$ cat config.mk
export PLATFORM = sky130hd
export DESIGN_NAME = vga_timing_core_flat
export DESIGN_NICKNAME = d
export VERILOG_FILES = /design/src/rtl/vga_timing_core_if.sv /design/src/rtl/vga_timing_core.sv /design/src/flat_wrapper.sv
export SDC_FILE = /design/constraint.sdc
export NUM_CORES = 1
export LEC_CHECK = 0
export ABC_AREA = 1
export ABC_CLOCK_PERIOD_IN_PS = 2100
export CAP_MARGIN = 10
export CORE_ASPECT_RATIO = 1.2
export CORE_UTILIZATION = 25
export DETAILED_ROUTE_END_ITERATION = 12
export GPL_ROUTABILITY_DRIVEN = 0
export SLEW_MARGIN = 20
export SYNTH_ARGS = -nofsm -noshare
export SYNTH_HDL_FRONTEND = slang
export SYNTH_SLANG_ARGS = --single-unit
export TNS_END_PERCENT = 100
$ cat constraint.sdc
create_clock -name clk_in -period 2.1 [get_ports clk_in]
set_clock_uncertainty 0.1 [all_clocks]
set_input_delay 0.21 -clock clk_in [delete_from_list [all_inputs] [get_ports clk_in]]
set_output_delay 0.21 -clock clk_in [all_outputs]
set_load 0.1 [all_outputs]
$ cat src/rtl/vga_timing_core_if.sv
// vga_timing_core_if
//   Bundles the run-control inputs and the timing outputs of vga_timing_core.
//   master : the timing core (drives the timing outputs, receives en/speed)
//   slave  : the consumer (drives en/speed, receives the timing outputs)
//
//   en          run enable for the timing path
//   speed       game-tick rate select (period = TICK_DIV >> speed)
//   pix_ce      pixel clock-enable pulse
//   hcount      current pixel column
//   vcount      current line
//   hs, vs      horizontal / vertical sync
//   de          active-video flag
//   line_start  one-cycle pulse when column 0 is first presented
//   frame_start one-cycle pulse when (0,0) is first presented
//   game_tick   one-cycle game-tick pulse
//   tick_toggle square wave, inverts on every game_tick
interface vga_timing_core_if #(
  parameter int CW = 10
);
  logic          en;
  logic [1:0]    speed;
  logic          pix_ce;
  logic [CW-1:0] hcount;
  logic [CW-1:0] vcount;
  logic          hs;
  logic          vs;
  logic          de;
  logic          line_start;
  logic          frame_start;
  logic          game_tick;
  logic          tick_toggle;

  modport master (
    input  en, speed,
    output pix_ce, hcount, vcount, hs, vs, de,
           line_start, frame_start, game_tick, tick_toggle
  );

  modport slave (
    output en, speed,
    input  pix_ce, hcount, vcount, hs, vs, de,
           line_start, frame_start, game_tick, tick_toggle
  );
endinterface

$ cat src/rtl/vga_timing_core.sv
// vga_timing_core
//   Parametrised VGA timing and game-tick generator running entirely on
//   clk_in. A pixel clock-enable replaces any derived pixel clock; position,
//   sync, data-enable and start pulses advance only on enabled cycles. A
//   separate counter produces a game tick whose period is selectable at run
//   time.
//
// Ports
//   clk_in  system clock
//   reset   asynchronous, active-high
//   bus     vga_timing_core_if.master (en, speed in; timing outputs out)
//
// All outputs are registered.
module vga_timing_core #(
  parameter int PIX_DIV  = 2,
  parameter int H_ACTIVE = 640,
  parameter int H_FP     = 16,
  parameter int H_SYNC   = 96,
  parameter int H_BP     = 48,
  parameter int V_ACTIVE = 480,
  parameter int V_FP     = 10,
  parameter int V_SYNC   = 2,
  parameter int V_BP     = 33,
  parameter bit HS_POL   = 1'b0,
  parameter bit VS_POL   = 1'b0,
  parameter int CW       = 10,
  parameter int TICK_DIV = 300000,
  parameter int TICK_W   = 20
) (
  input  logic               clk_in,
  input  logic               reset,
  vga_timing_core_if.master  bus
);

  localparam int H_TOTAL = H_ACTIVE + H_FP + H_SYNC + H_BP;
  localparam int V_TOTAL = V_ACTIVE + V_FP + V_SYNC + V_BP;
  localparam int DW      = (PIX_DIV > 1) ? $clog2(PIX_DIV) : 1;
  // Decode compares use one extra bit so a sync end equal to 2^CW still works.
  localparam int XW      = CW + 1;

  localparam logic [DW-1:0] DIV_LAST = DW'(PIX_DIV - 1);
  localparam logic [CW-1:0] H_LAST   = CW'(H_TOTAL - 1);
  localparam logic [CW-1:0] V_LAST   = CW'(V_TOTAL - 1);
  localparam logic [XW-1:0] H_ACT_X  = XW'(H_ACTIVE);
  localparam logic [XW-1:0] HS_BEG_X = XW'(H_ACTIVE + H_FP);
  localparam logic [XW-1:0] HS_END_X = XW'(H_ACTIVE + H_FP + H_SYNC);
  localparam logic [XW-1:0] V_ACT_X  = XW'(V_ACTIVE);
  localparam logic [XW-1:0] VS_BEG_X = XW'(V_ACTIVE + V_FP);
  localparam logic [XW-1:0] VS_END_X = XW'(V_ACTIVE + V_FP + V_SYNC);
  localparam logic [TICK_W-1:0] TICK_BASE = TICK_W'(TICK_DIV);

  // Timing path state
  logic [DW-1:0] div_reg, div_next;
  logic          pix_ce_reg;
  logic [CW-1:0] hcount_reg, vcount_reg;
  logic [CW-1:0] h_next, v_next;
  logic [XW-1:0] h_ext, v_ext;
  logic          hs_reg, vs_reg, de_reg;
  logic          hs_next, vs_next, de_next;
  logic          line_start_reg, frame_start_reg;

  // Game tick state
  logic [TICK_W-1:0] tick_cnt_reg;
  logic [TICK_W-1:0] tick_period_next, tick_last_next;
  logic              game_tick_reg, tick_toggle_reg;

  // Next divider value, next raster position and its decode. Sync and
  // data-enable are decoded from the position being loaded, so they line up
  // with hcount/vcount with no extra skew.
  always_comb begin
    div_next = (div_reg == DIV_LAST) ? '0 : div_reg + 1'b1;
    h_next   = hcount_reg + 1'b1;
    v_next   = vcount_reg;
    if (hcount_reg == H_LAST) begin
      h_next = '0;
      v_next = (vcount_reg == V_LAST) ? '0 : vcount_reg + 1'b1;
    end
    h_ext   = {1'b0, h_next};
    v_ext   = {1'b0, v_next};
    de_next = (h_ext < H_ACT_X) && (v_ext < V_ACT_X);
    hs_next = ((h_ext >= HS_BEG_X) && (h_ext < HS_END_X)) ? HS_POL : ~HS_POL;
    vs_next = ((v_ext >= VS_BEG_X) && (v_ext < VS_END_X)) ? VS_POL : ~VS_POL;
  end

  // Timing path. Reset parks the raster on the last pixel of the last line so
  // the first advance lands on (0,0); dropping en returns to that same state.
  // pix_ce is raised in the cycle the divider sits at its last count, and the
  // raster advances on the edge that ends that cycle.
  always_ff @(posedge clk_in or posedge reset) begin
    if (reset) begin
      div_reg         <= '0;
      pix_ce_reg      <= 1'b0;
      hcount_reg      <= H_LAST;
      vcount_reg      <= V_LAST;
      hs_reg          <= ~HS_POL;
      vs_reg          <= ~VS_POL;
      de_reg          <= 1'b0;
      line_start_reg  <= 1'b0;
      frame_start_reg <= 1'b0;
    end else if (!bus.en) begin
      div_reg         <= '0;
      pix_ce_reg      <= 1'b0;
      hcount_reg      <= H_LAST;
      vcount_reg      <= V_LAST;
      hs_reg          <= ~HS_POL;
      vs_reg          <= ~VS_POL;
      de_reg          <= 1'b0;
      line_start_reg  <= 1'b0;
      frame_start_reg <= 1'b0;
    end else begin
      div_reg    <= div_next;
      pix_ce_reg <= (div_next == DIV_LAST);
      if (pix_ce_reg) begin
        hcount_reg      <= h_next;
        vcount_reg      <= v_next;
        hs_reg          <= hs_next;
        vs_reg          <= vs_next;
        de_reg          <= de_next;
        line_start_reg  <= (h_next == '0);
        frame_start_reg <= (h_next == '0) && (v_next == '0);
      end else begin
        line_start_reg  <= 1'b0;
        frame_start_reg <= 1'b0;
      end
    end
  end

  // Tick period for the current speed, never below one cycle.
  always_comb begin
    tick_period_next = TICK_BASE >> bus.speed;
    if (tick_period_next == '0) begin
      tick_period_next = TICK_W'(1);
    end
    tick_last_next = tick_period_next - 1'b1;
  end

  // Game tick. The >= compare makes a speed-up that leaves the counter past
  // the new terminal count tick on the next edge instead of running on to
  // wrap-around.
  always_ff @(posedge clk_in or posedge reset) begin
    if (reset) begin
      tick_cnt_reg    <= '0;
      game_tick_reg   <= 1'b0;
      tick_toggle_reg <= 1'b0;
    end else if (tick_cnt_reg >= tick_last_next) begin
      tick_cnt_reg    <= '0;
      game_tick_reg   <= 1'b1;
      tick_toggle_reg <= ~tick_toggle_reg;
    end else begin
      tick_cnt_reg    <= tick_cnt_reg + 1'b1;
      game_tick_reg   <= 1'b0;
    end
  end

  assign bus.pix_ce      = pix_ce_reg;
  assign bus.hcount      = hcount_reg;
  assign bus.vcount      = vcount_reg;
  assign bus.hs          = hs_reg;
  assign bus.vs          = vs_reg;
  assign bus.de          = de_reg;
  assign bus.line_start  = line_start_reg;
  assign bus.frame_start = frame_start_reg;
  assign bus.game_tick   = game_tick_reg;
  assign bus.tick_toggle = tick_toggle_reg;

endmodule

$ cat src/flat_wrapper.sv
// flat-port wrapper written by rule: the top's interface ports become plain ports
module vga_timing_core_flat 
#(
  parameter int PIX_DIV  = 2,
  parameter int H_ACTIVE = 640,
  parameter int H_FP     = 16,
  parameter int H_SYNC   = 96,
  parameter int H_BP     = 48,
  parameter int V_ACTIVE = 480,
  parameter int V_FP     = 10,
  parameter int V_SYNC   = 2,
  parameter int V_BP     = 33,
  parameter bit HS_POL   = 1'b0,
  parameter bit VS_POL   = 1'b0,
  parameter int CW       = 10,
  parameter int TICK_DIV = 300000,
  parameter int TICK_W   = 20
)
  (clk_in, reset, bus_en, bus_speed, bus_pix_ce, bus_hcount, bus_vcount, bus_hs, bus_vs, bus_de, bus_line_start, bus_frame_start, bus_game_tick, bus_tick_toggle);
  vga_timing_core_if #(.CW(CW)) bus_i ();
  input  logic clk_in;
  input  logic reset;
  input wire logic [$bits(bus_i.en)-1:0] bus_en;
  input wire logic [$bits(bus_i.speed)-1:0] bus_speed;
  output wire logic [$bits(bus_i.pix_ce)-1:0] bus_pix_ce;
  output wire logic [$bits(bus_i.hcount)-1:0] bus_hcount;
  output wire logic [$bits(bus_i.vcount)-1:0] bus_vcount;
  output wire logic [$bits(bus_i.hs)-1:0] bus_hs;
  output wire logic [$bits(bus_i.vs)-1:0] bus_vs;
  output wire logic [$bits(bus_i.de)-1:0] bus_de;
  output wire logic [$bits(bus_i.line_start)-1:0] bus_line_start;
  output wire logic [$bits(bus_i.frame_start)-1:0] bus_frame_start;
  output wire logic [$bits(bus_i.game_tick)-1:0] bus_game_tick;
  output wire logic [$bits(bus_i.tick_toggle)-1:0] bus_tick_toggle;
  assign bus_i.en = bus_en;
  assign bus_i.speed = bus_speed;
  assign bus_pix_ce = bus_i.pix_ce;
  assign bus_hcount = bus_i.hcount;
  assign bus_vcount = bus_i.vcount;
  assign bus_hs = bus_i.hs;
  assign bus_vs = bus_i.vs;
  assign bus_de = bus_i.de;
  assign bus_line_start = bus_i.line_start;
  assign bus_frame_start = bus_i.frame_start;
  assign bus_game_tick = bus_i.game_tick;
  assign bus_tick_toggle = bus_i.tick_toggle;
  vga_timing_core #(.PIX_DIV(PIX_DIV), .H_ACTIVE(H_ACTIVE), .H_FP(H_FP), .H_SYNC(H_SYNC), .H_BP(H_BP), .V_ACTIVE(V_ACTIVE), .V_FP(V_FP), .V_SYNC(V_SYNC), .V_BP(V_BP), .HS_POL(HS_POL), .VS_POL(VS_POL), .CW(CW), .TICK_DIV(TICK_DIV), .TICK_W(TICK_W)) u_core (.clk_in(clk_in), .reset(reset), .bus(bus_i));
endmodule
* Yosys cells after proc, flatten, opt, wreduce, memory -nomap -nowiden
Index checks and enable logic that the tools add are counted.
** Storage, ports and cells
- Register bits :: 48
- Output and inout port bits :: 28
- Word-level logic and storage cells :: 59
** Cells by class
- $add $sub $neg :: 5
- $lt $le $gt $ge :: 7
- Eq/ne operators :: 3
- Shift operators :: 1
- Mux-type cells :: 24
- Bitwise operators :: 1
- Reductions and logical operators :: 7
** Operators by type and width (number)
- 10-bit two-way mux :: 7
- 20-bit two-way mux :: 2
- 10-bit by 1-bit adder with 10-bit output, second input constant :: 2
- 20-bit by 1-bit adder with 20-bit output, second input constant :: 1
- 10-bit == test, second input constant :: 2
- 20-bit >= comparator :: 1
- 10-bit zero test :: 2
- 20-bit zero test :: 1
- 10-bit less-than comparator, second input constant :: 2
- 10-bit by 9-bit less-than comparator with 1-bit output, second input constant :: 2
- 19-bit by 2-bit >> shifter with 20-bit output, first input constant :: 1
- 20-bit by 1-bit subtractor with 20-bit output, second input constant :: 1
- 1-bit two-way mux :: 15
- 10-bit >= comparator, second input constant :: 1
- 10-bit by 9-bit >= comparator with 1-bit output, second input constant :: 1
- 1-bit logical AND :: 4
- 2-bit by 1-bit != test with 1-bit output, second input constant :: 1
- 1-bit adder, second input constant :: 1
- 1-bit inverter :: 1

* Logic depth before layout (Yosys ltp)
- Depth after elaboration :: 8
- Depth in mapped cells :: 13
- Mapped depth without buffers :: 13

* Least setup slack after synthesis
No wires, ideal clock.
- Path kind :: register -> register
- Start point :: reg u_core.hcount_reg[0] (netlist: u_core.bus.hcount[0])
- End point :: reg u_core.de_reg (netlist: u_core.bus.de)
- Library setup time :: 120 ps
- Arrival :: 2305 ps
- Slack :: -425 ps
- Cell stages (with the launch flop) :: 13
- Path buffers :: 1
- Period minus slack after synthesis :: 2525 ps
- Cell sequence :: dfstp_2 > ha_1 > nand2_4 > nor2_4 > nand2_2 > nor2_2 > buf_6 > nand3_2 > xor2_1 > nor2_1 > nand2_1 > nand3_1 > nand2_1
** Between the ends
- Cells in the longest elaborated chain, start to end :: 6
- Elaborated cells between the ends (all ways) :: 9
- Classes of those cells :: add/sub (1); order compare (2); eq/ne (1); mux (4); reduce/logical (1)
** RTL lines
- from (decl) :: RTL line vga_timing_core.sv:55 : logic [CW-1:0] hcount_reg, vcount_reg;
- from (signal assigned) :: RTL line vga_timing_core.sv:114 : hcount_reg <= h_next;
- 10-bit by 1-bit adder with 10-bit output / 10-bit == test (equally long branches) :: RTL line vga_timing_core.sv:72, vga_timing_core.sv:74
- 10-bit two-way mux :: RTL line vga_timing_core.sv:74 : if (hcount_reg == H_LAST) begin
- 10-bit less-than comparator / 10-bit by 9-bit less-than comparator with 1-bit output (equally long branches) :: RTL line vga_timing_core.sv:80 : de_next = (h_ext < H_ACT_X) && (v_ext < V_ACT_X);
- 1-bit logical AND (*) :: RTL line vga_timing_core.sv:80
- 1-bit two-way mux (*) :: RTL line vga_timing_core.sv:113 : if (pix_ce_reg) begin
- 1-bit two-way mux (*) :: RTL line vga_timing_core.sv:100 : end else if (!bus.en) begin
- to (signal assigned) :: RTL line vga_timing_core.sv:118 : de_reg <= de_next;
- to (decl) :: RTL line vga_timing_core.sv:58 : logic hs_reg, vs_reg, de_reg;
Every way passes the cells marked *; elsewhere a longest branch is shown, timed or not. The select of a mux whose other input is x is not followed.
A chain may end at the register's enable or synchronous reset.

* Worst setup path after layout
- Start point :: in bus_speed[1]
- End point :: reg u_core.tick_cnt_reg[1]
** Between the ends
- Cells in the longest elaborated chain, start to end :: 6
** RTL lines
- from (decl) :: RTL line flat_wrapper.sv:24 : input wire logic [$bits(bus_i.speed)-1:0] bus_speed;
- 19-bit by 2-bit >> shifter with 20-bit output (*) :: RTL line vga_timing_core.sv:130 : tick_period_next = TICK_BASE >> bus.speed;
- 20-bit zero test :: RTL line vga_timing_core.sv:131 : if (tick_period_next == '0) begin
- 20-bit two-way mux (*) :: RTL line vga_timing_core.sv:131
- 20-bit by 1-bit subtractor with 20-bit output (*) :: RTL line vga_timing_core.sv:134 : tick_last_next = tick_period_next - 1'b1;
- 20-bit >= comparator (*) :: RTL line vga_timing_core.sv:145 : end else if (tick_cnt_reg >= tick_last_next) begin
- 20-bit two-way mux (*) :: RTL line vga_timing_core.sv:145
- to (signal assigned) :: RTL line vga_timing_core.sv:150 : tick_cnt_reg <= tick_cnt_reg + 1'b1;
- to (decl) :: RTL line vga_timing_core.sv:63 : logic [TICK_W-1:0] tick_cnt_reg;
Every way passes the cells marked *; elsewhere a longest branch is shown, timed or not.

==> results.tsv <==
stage	metric	value	unit
worst_setup_path	r2r endpoint	u_core.bus.frame_start	
die	I/O Pins	33	
die	die height	126.7	um
timing	RSZ-0062 raised after global routing	true	
die	Row Count	45	
route	final WL	8.603	mm
cts	Clock transition at path regs	0.07	ns
route	Final ANT Viol Nets	0	
placement	placed cells	629	
timing	Setup WS post-layout	0.01297	ns
global_route	global route overflow	0	
logic_synthesis	Ys Warns	0	
logic_synthesis	Yosys reg bits	48	
worst_setup_path	CP Cell Sequence	dlygate4sd2_1, inv_2, ha_4, ha_1, a21oi_1, nor2_1, a211oi_1, o21ai_1, nand2_1, nand3_4, buf_6, buf_16, nor2_1	
route	wire per inst	13.34	um
global_route	GRT Overall Usage	0.1323	
final_layout	most common cell after layout, fill and taps aside	nand2_1	
timing	FMAX	0.4792	GHz
logic_synthesis	Mean Syn Cell Area	7.920	um^2
global_route	largest net degree at the start of global routing	23	
worst_setup_path	WP depth	13	
cts	number of hold buffers added after cts	0	
timing	fin crit share	0.9938	
final_layout	Final #Nets	514	
cts	Worst-Skew Late Latency	0.29	ns
global_route	antenna violations before repair	0	
final_layout	area grow syn2layout	37.16	%
logic_synthesis	synthesized area	3239	um^2
cts	clk root buf	clkbuf_16	
timing	Final Hold Fails	0	
logic_synthesis	cells after synthesis	409	
timing	# setup viols final	0	
final_layout	most frequent cells in the layout	nand2_1 (83), buf_4 (55), inv_1 (48)	
die	die area	13420	um^2
cts	H-tree Lvls	2	
logic_synthesis	post-synthesis sequential area ratio	0.3754	
logic_synthesis	Distinct cells, synth	40	
logic_synthesis	Mapped Nets	443	
final_layout	Non-Filler Instances	645	
worst_setup_path	most frequent CP cell	nor2_1	
job	max-cap viol count	0	
timing	Slew headroom	0.5795	
route	Via density	4.647	
placement	post-DP HPWL	6.426	mm
pwr	worst vdd ir	0.4492	mV
worst_setup_path	crit end category	register	
worst_setup_path	Worst EP required	2.22	ns
worst_setup_path	FF-to-FF path depth	9	
worst_setup_path	CP startpoint	bus_speed[1]	
pwr	Total Power	3.876	mW
hold_path	type of the worst min-delay path	in2async	
timing	actual slew at the worst max-slew pin	0.6300	ns
route	# DRC	0	
worst_setup_path	Crit Path Class	in2reg	
cts	TritonCTS Sinks	48	
timing	fin. max-slew vios	0	
worst_setup_path	CP bufs+invs	4	
die	Core ar.	12670	um^2
cts	Clock Path Buffers	2	
placement	pre-CTS setup slack	-0.5357	ns
final_layout	layout cells sized above 1	0.3077	
die	width of the die	105.9	um
worst_setup_path	crit start category	input port	
cts	total CTS buffers	5	
placement	port bufs	32	
cts	CTS tree	done	
pwr	PD cells	872.3	nW/um^2
die	initial core utilization	0.2557	
worst_setup_path	CP peak stage delay	0.29	ns
worst_setup_path	crit-path leading delay family	buffers and inverters	
final_layout	Antenna Cells	0	
worst_setup_path	reg2reg setup slack	0.01	ns
pwr	leakage power	2.085	nW
global_route	vias in the first global route	2999	
worst_setup_path	worst reg2reg path startpoint	u_core.bus.hcount[1]	
worst_setup_path	crit path max fanout	8	
run_status	status	completed	
global_route	global-route wire length before repair	14.24	mm
worst_setup_path	Critical Path End	u_core.tick_cnt_reg[1]	
timing	setup TNS	0	ns
route	drt pass-1 iters	4	
worst_setup_path	Worst Path Arrival	2.20	ns
timing	Period minus WS final	2.087	ns
final_layout	final core area utilization	0.3507	
route	initial drt markers	126	
route	via count	2997	
worst_setup_path	CP max stage cell	ha_1	
final_layout	max reg flops	20	
==> power by group <==
| group | total, mW | internal, mW | switching, mW |
|---|---|---|---|
| clock | 0.825 | 0.470 | 0.354 |
| sequential | 1.26 | 1.09 | 0.170 |
| combinational | 1.79 | 0.672 | 1.12 |
==> metrics by stage <==
stage,area (um^2),hold WS [ns]
after floorplan,3283,0.2865
after global placement,3988,0.3452
after detailed placement,3988,0.3609
after CTS,4283,0.1789
after global routing,4443,0.2119
final,4443,0.1659
==> metal layers <==
layer / global-route usage / vias up / wire (um)
li1: - / 1477 / -
met1: 0.1576 / 1448 / 3692
met2: 0.2345 / 60 / 4460
met3: 0.02775 / 12 / 307
met4: 0.04575 / 0 / 142
met5: 0 / - / 0
==> synthesized netlist by cell type <==
master	number	area [um^2]
a31oi_1	3	18.77
a21oi_2	2	17.52
nor3_1	8	40.04
buf_2	1	5.000
xor2_1	14	122.6
o21ai_1	1	5.000
nand4_1	9	56.30
nor3b_1	6	45.04
a22oi_1	4	30.03
inv_1	53	198.9
o211ai_1	1	7.510
nor2_4	3	33.78
o21bai_1	2	15.01
nand2_4	2	22.52
o22ai_1	10	62.56
nand3b_1	2	15.01
mux2i_1	1	10.01
clkbuf_1	3	11.26
nor2_1	53	198.9
xnor2_1	3	26.28
dfstp_2	12	315.3
nand3_2	3	30.03
nor2_2	7	43.79
o21ai_0	6	30.03
ha_1	29	362.9
nand2_2	1	6.260
dfrtp_1	36	900.9
inv_2	1	3.750
nand4_2	1	12.51
conb_1	1	3.750
buf_6	2	22.52
o22a_1	1	8.760
nor4_1	1	6.260
o21ba_2	1	10.01
nand3_1	30	150.1
nand2_1	84	315.3
nor4_2	1	12.51
nor3_2	1	10.01
a21oi_1	9	45.04
a211oi_1	1	7.510
==> kinds of logic (layout without fill, tap and decap cells) <==
logic type                 Yosys count  after routing  synth area share
other                                1              1          0.001158
muxes                                1              1          0.003090
xor gates and xnor gates            17             17           0.04597
buffers and inverters               60            132           0.07454
and+or+nand+nor                    212            212            0.3082
DFF                                 48             48            0.3754
AOI/OAI and AO/OA                   41             41           0.07957
adders and majority gates           29             29            0.1120
==> worst min-delay path by stage <==
stage | start | to | slack (ns) | depth (start not counted)
after global placement | u_core.tick_cnt_reg[0] | u_core.tick_cnt_reg[0] | 0.35 | 1
after detailed placement | u_core.tick_cnt_reg[0] | u_core.tick_cnt_reg[0] | 0.36 | 1
after CTS | reset | u_core.bus.vcount[8] | 0.18 | 2
after global routing | reset | u_core.bus.vcount[8] | 0.21 | 2
final | reset | u_core.bus.vcount[8] | 0.17 | 2
after floorplan | bus_en | u_core.bus.hcount[0] | 0.29 | 3
==> timing repair <==
| action | 4_1_cts | 5_1_grt |
|---|---|---|
| resized for setup | 21 | 29 |
| setup buffers | 2 | 4 |
| setup endpoints to repair | 25 | 26 |
| pin swaps | 8 | 11 |
| cloned | 2 | 0 |
==> final cells by class <==
cell class                 count  area, um^2
inverter                      54       202.7
clock buffer                   6       138.9
tap                          164       205.2
fill                        1296        8225
timing repair buffer          70       651.9
sequential                    48        1232
multi-input combinational    301        2002
clock inverter                 2       10.01
No activity file was read; power rests on OpenSTA's default activity.
